`config.mk`:
```
export PLATFORM = sky130hd
export DESIGN_NAME = pit_ctrl
export DESIGN_NICKNAME = d
export VERILOG_FILES = /design/src/rtl/pit_ctrl_pkg.sv /design/src/rtl/pit_ctrl_upcnt_n.sv /design/src/rtl/pit_ctrl.sv
export SDC_FILE = /design/constraint.sdc
export NUM_CORES = 1
export LEC_CHECK = 0
export BUFFER_PORTS_ARGS = -buffer_cell sky130_fd_sc_hd__clkbuf_2
export CAP_MARGIN = 30
export CORE_ASPECT_RATIO = 1.4
export CORE_MARGIN = 1
export CORE_UTILIZATION = 45
export DETAILED_ROUTE_END_ITERATION = 7
export GPL_TIMING_DRIVEN = 1
export RECOVER_POWER = 100
export SETUP_SLACK_MARGIN = 0.2
export SLEW_MARGIN = 20
export SYNTH_ARGS = -nofsm -noshare
export SYNTH_HDL_FRONTEND = slang
export SYNTH_HIERARCHICAL = 1
export SYNTH_SLANG_ARGS = --single-unit
```
`constraint.sdc`:
```
create_clock -name clk -period 14 [get_ports clk]
set_input_delay 2.8 -clock clk [delete_from_list [all_inputs] [get_ports clk]]
set_output_delay 2.8 -clock clk [all_outputs]
set_load 0.01 [all_outputs]
```
`src/rtl/pit_ctrl_pkg.sv`:
```
`default_nettype none
// ============================================================================
// Package  : pit_ctrl_pkg
// Brief    : Shared constants for the programmable interval timer sequencer.
// Revision : 1.0 - initial release
// ============================================================================
package pit_ctrl_pkg;

    localparam int c_WIDTH_DEFAULT = 16;

    localparam int         c_ST_W    = 2;
    localparam logic [1:0] c_ST_IDLE = 2'd0;
    localparam logic [1:0] c_ST_RUN  = 2'd1;
    localparam logic [1:0] c_ST_DONE = 2'd2;

endpackage
`default_nettype wire

```
`src/rtl/pit_ctrl_upcnt_n.sv`:
```
`default_nettype none
// ============================================================================
// Module   : upcnt_n
// Brief    : WIDTH-bit up counter built from 1-bit count/carry slices, with
//            enable, synchronous clear (dominant) and carry-out.
// Revision : 1.0 - initial release
// ============================================================================
module upcnt_n
    import pit_ctrl_pkg::*;
#(
    parameter int WIDTH = c_WIDTH_DEFAULT
) (
    input  logic             clk,
    input  logic             reset,
    input  logic             en,
    input  logic             clr,
    output logic [WIDTH-1:0] q,
    output logic             co
);

    logic [WIDTH:0]   w_carry;
    logic [WIDTH-1:0] r_q;

    // Each slice toggles when every lower slice is 1 and the count is enabled.
    assign w_carry[0] = en;

    generate
        for (genvar gi = 0; gi < WIDTH; gi++) begin : g_slice
            assign w_carry[gi+1] = w_carry[gi] & r_q[gi];
        end
    endgenerate

    always_ff @(posedge clk or posedge reset) begin
        if (reset) begin
            r_q <= '0;
        end else if (clr) begin
            r_q <= '0;
        end else begin
            r_q <= r_q ^ w_carry[WIDTH-1:0];
        end
    end

    assign q  = r_q;
    assign co = w_carry[WIDTH];

endmodule
`default_nettype wire

```
`src/rtl/pit_ctrl.sv`:
```
`default_nettype none
// ============================================================================
// Module   : pit_ctrl
// Brief    : Programmable interval timer sequencer: prescaler + divider chain,
//            start/stop/reload sequencing and one-cycle expiry interrupt.
// Revision : 1.0 - initial release
// ============================================================================
module pit_ctrl
    import pit_ctrl_pkg::*;
#(
    parameter int WIDTH = c_WIDTH_DEFAULT
) (
    input  logic             clk,
    input  logic             reset,
    input  logic [WIDTH-1:0] din,
    input  logic             ld_pre,
    input  logic             ld_div,
    input  logic             start,
    input  logic             stop,
    input  logic             oneshot,
    output logic             tick,
    output logic             irq,
    output logic             running,
    output logic [WIDTH-1:0] cnt_q
);

    logic [c_ST_W-1:0] r_state;
    logic [c_ST_W-1:0] w_state_nxt;
    logic              r_mode;
    logic              w_mode_nxt;
    logic [WIDTH-1:0]  r_pre_reg;
    logic [WIDTH-1:0]  r_div_reg;
    logic [WIDTH-1:0]  w_pre_cnt;
    logic [WIDTH-1:0]  w_div_cnt;
    logic              r_irq;

    logic w_run;
    logic w_ld;
    logic w_pre_hit;
    logic w_div_hit;
    logic w_expiry;
    logic w_count;
    logic w_clr_all;
    logic w_pre_co_unused;
    logic w_div_co_unused;

    assign w_run     = (r_state == c_ST_RUN);
    assign w_ld      = ld_pre | ld_div;
    assign w_pre_hit = (w_pre_cnt == r_pre_reg);
    assign w_div_hit = (w_div_cnt == r_div_reg);
    assign tick      = w_run & w_pre_hit;
    // A reload restarts the period, so an expiry coinciding with it is dropped.
    assign w_expiry  = tick & w_div_hit & ~w_ld;

    always_comb begin
        w_state_nxt = r_state;
        w_mode_nxt  = r_mode;
        w_count     = 1'b0;
        w_clr_all   = 1'b0;
        if (stop) begin
            w_state_nxt = c_ST_IDLE;
        end else if (start) begin
            w_state_nxt = c_ST_RUN;
            w_mode_nxt  = oneshot;
            w_clr_all   = 1'b1;
        end else if (w_run) begin
            if (w_ld) begin
                w_clr_all = 1'b1;
            end else if (w_expiry && r_mode) begin
                w_state_nxt = c_ST_DONE;
                w_clr_all   = 1'b1;
            end else begin
                w_count = 1'b1;
            end
        end
    end

    always_ff @(posedge clk or posedge reset) begin
        if (reset) begin
            r_state   <= c_ST_IDLE;
            r_mode    <= 1'b0;
            r_pre_reg <= '0;
            r_div_reg <= '0;
            r_irq     <= 1'b0;
        end else begin
            r_state <= w_state_nxt;
            r_mode  <= w_mode_nxt;
            r_irq   <= w_expiry;
            if (ld_pre) begin
                r_pre_reg <= din;
            end
            if (ld_div) begin
                r_div_reg <= din;
            end
        end
    end

    // Equality with the period register clears each stage instead of wrapping.
    upcnt_n #(
        .WIDTH (WIDTH)
    ) u_prescaler (
        .clk   (clk),
        .reset (reset),
        .en    (w_count),
        .clr   (w_clr_all | (w_count & w_pre_hit)),
        .q     (w_pre_cnt),
        .co    (w_pre_co_unused)
    );

    upcnt_n #(
        .WIDTH (WIDTH)
    ) u_divider (
        .clk   (clk),
        .reset (reset),
        .en    (w_count & w_pre_hit),
        .clr   (w_clr_all | (w_count & w_pre_hit & w_div_hit)),
        .q     (w_div_cnt),
        .co    (w_div_co_unused)
    );

    assign irq     = r_irq;
    assign running = w_run;
    assign cnt_q   = w_div_cnt;

endmodule
`default_nettype wire
```
==> flow_metrics.env <==
export IMPL_cts_tree="done"
export IMPL_layout_drive_gt1_share_pct=32.53
export IMPL_rows=36
export IMPL_numPortBuffers=41
export IMPL_placed_cells=371
export IMPL_syn_nets=294
export IMPL_rsz0062_at_grt="false"
export IMPL_slew_viol_final=37
export IMPL_synth_top_family_by_area="simple AND/OR/NAND/NOR gates"
export IMPL_synth_area_mux_share_pct=11.25
export IMPL_synth_compound_area_share_pct=1.402
export IMPL_arrival_ns=7.18
export IMPL_ff2ff_path_depth=22
export IMPL_vias=1858
export IMPL_period_share_pct=49.59
export IMPL_ys_seq_area_share_pct=51.52
export IMPL_grt_max_degree=37
export IMPL_synth_adder_area_share_pct=12.12
export IMPL_netlist_top_cells_area="dfrtp_1 52%, ha_1 12%, mux2_2 11%, xnor2_1 8.5%, nor2b_2 3.7%"
export IMPL_max_freq_mhz=144.0
export IMPL_drt_iter0_markers=38
export IMPL_syn_inst=239
export IMPL_initial_core_util_pct=47.01
export IMPL_hp_class="reg2reg"
export IMPL_synthToLayoutAreaGrowth_pct=14.51
export IMPL_hold_viol=0
export IMPL_synth_cell_types=26
export IMPL_place_gp_congestion=0.7597
export IMPL_htree_levels=3
export IMPL_wl_per_cell_um=15.38
export IMPL_setup_tns_ns=0
export IMPL_crit_path_start_kind="input pin"
export IMPL_clockBufferDepth=2
export IMPL_insertion_delay_ns=0.34
export IMPL_cts_hold_buf=0
export IMPL_dpl_worst_slack_ns=7.058
export IMPL_cts_made_buffers=9
export IMPL_cts_sinks=68
export IMPL_stdcell_count=387
export IMPL_synth_seq_cells=68
export IMPL_cap_violations=1
export IMPL_nFillCells=653
export IMPL_grt_pass1_wl_mm=9.791
export IMPL_critPathRequiredTime_ns=14.24
export IMPL_core_area_um2=7027
export IMPL_clock_root_buffer="clkbuf_8"
export IMPL_cp_max_fo=19
export IMPL_antenna_cells=0
export IMPL_worstSetupEndpointType="register"
export IMPL_post_cts_buffers=0
export IMPL_grt_pass1_vias=1876
export IMPL_path_class="in2reg"
export IMPL_setup_violations=0
export IMPL_first_pass_iters=4
export IMPL_worst_slack_ns=7.057
export IMPL_skew_ns=0.008201
export IMPL_pin_count=42
export IMPL_p_leak_nw=1.840
export IMPL_worstHoldPathCells=1
export IMPL_die_x_um=74.41
export IMPL_finish_net_count=342
export IMPL_clk_pin_slew_ns=0.08
export IMPL_status="finished with violations"
export IMPL_ir_drop_v=0.00009872
export IMPL_synth_area_um2=3303
export IMPL_antenna_found_initial=0
export IMPL_finish_utilization_pct=53.83
export IMPL_dieArea_um2=7692
export IMPL_yosys_warnings=6
export IMPL_violations="capacitance limit, slew limit"
export IMPL_die_height_um=103.4
export IMPL_synth_simple_gate_area_share_pct=13.37
export IMPL_grt_overflow=0
export IMPL_antenna_left=0
export IMPL_dp_hpwl_mm=4.619
export IMPL_synth_top_cell_by_area="dfrtp_1"
export IMPL_wl_mm=5.953
export IMPL_grtUsageTotal_pct=17.88
export IMPL_cts_resized=0
export IMPL_synth_top_area_share_pct=51.52
export IMPL_p_per_area_nw_per_um2=119.1
export IMPL_slew_headroom_pct=-30.58
export IMPL_avgSynthCellArea_um2=13.82
export IMPL_min_period_ns=6.943
export IMPL_drc=0
export IMPL_synth_xor_area_share_pct=8.485
export IMPL_worstMarginPinSlew_ns=1.959
export IMPL_routed_via_density=4.801
## final timing paths
check                                   start  slack (ns)                 to
worst min-delay path               r_state[1]        0.50         r_state[1]
max in group asynchronous               reset        9.69       r_div_reg[3]
worst min register to register     r_state[1]        0.50         r_state[1]
worst max register to register  r_pre_reg[13]        8.64  u_prescaler/q[15]
min in group asynchronous               reset        2.54   u_prescaler/q[6]
worst max-delay path                   ld_div        7.06  u_prescaler/q[15]
## through the flow
step                hold WS [ns]  power, mW  cell area [um^2]
floorplan                 0.4664     0.2439              3303
finish                    0.4982     0.4506              3782
global route              0.5482     0.4697              3782
detailed placement        0.4861     0.2555              3603
global placement          0.4914     0.2550              3603
CTS                       0.5034     0.4576              3852
## critical path, cell delays in order
cell,delay [ns]
clkbuf_1,0.71
nor2_1,0.15
nand2_1,0.13
nor3_1,0.06
a21boi_0,0.15
ha_1,0.21
ha_1,0.18
ha_1,0.18
ha_1,0.18
ha_1,0.18
ha_1,0.18
ha_1,0.18
ha_1,0.19
ha_1,0.18
ha_1,0.18
ha_1,0.18
ha_1,0.18
ha_1,0.17
ha_1,0.18
ha_1,0.18
ha_1,0.27
and2b_2,0.19
## power breakdown
part / total [mW] / internal, mW / switching (mW)
clock: 0.201 / 0.123 / 0.0779
sequential: 0.214 / 0.206 / 0.00715
combinational: 0.0360 / 0.0188 / 0.0172
## synth_stat cells, drive strengths merged
master / n
o21bai: 1
nor2b: 22
nand4: 8
a2111oi: 1
mux2: 33
nor4: 4
a311oi: 1
nand3: 1
dfrtp: 68
buf: 6
inv: 4
and2b: 12
nor3: 1
ha: 32
and2: 2
clkbuf: 1
nor2: 7
a21boi: 1
nand2: 1
xnor2: 32
a32o: 1
## area by class of cell
cell class	count	area [um^2]	share of cell area [%]
clock buffer	10	137.6	3.639
multi-input combinational	160	1505	39.79
timing repair buffer	44	192.7	5.094
clock inverter	6	111.4	2.944
sequential	68	1702	44.99
inverter	4	15.01	0.3970
tap	95	118.9	3.143
## layout by cell type, fill, tap and decap left out
| master | instances |
|---|---|
| nor4_1 | 3 |
| and2_4 | 1 |
| nand2_1 | 1 |
| clkbuf_8 | 10 |
| a2111oi_0 | 1 |
| bufinv_16 | 3 |
| clkinvlp_4 | 1 |
| a32o_1 | 1 |
| nand4_1 | 8 |
| and2b_2 | 12 |
| clkinv_2 | 1 |
| ha_1 | 32 |
| nor2_1 | 7 |
| o21bai_1 | 1 |
| xnor2_1 | 32 |
| buf_4 | 1 |
| clkinv_4 | 1 |
| clkbuf_2 | 19 |
| a21boi_0 | 1 |
| inv_1 | 4 |
| mux2_2 | 33 |
| nor3_1 | 1 |
| nor2b_2 | 10 |
| and2_2 | 1 |
| clkbuf_1 | 24 |
| nand3_2 | 1 |
| a311oi_1 | 1 |
| nor2b_1 | 12 |
| dfrtp_1 | 68 |
| nor4_2 | 1 |
## routing by layer
layer | track usage, % | wire (um) | up-vias
li1 | - | - | 916
met1 | 23.00 | 2662 | 906
met2 | 28.21 | 3016 | 26
met3 | 3.585 | 139 | 10
met4 | 9.579 | 133 | 0
met5 | 0 | 0 | -
## logic make-up (layout without fill, tap and decap cells)
kind of cell,Yosys count,after routing
flops,68,68
simple gates,58,58
compound gates,5,5
fa+ha+maj,32,32
xor+xnor,32,32
mux,33,33
buf+inv,11,64
No activity file was read; power rests on OpenSTA's default activity.
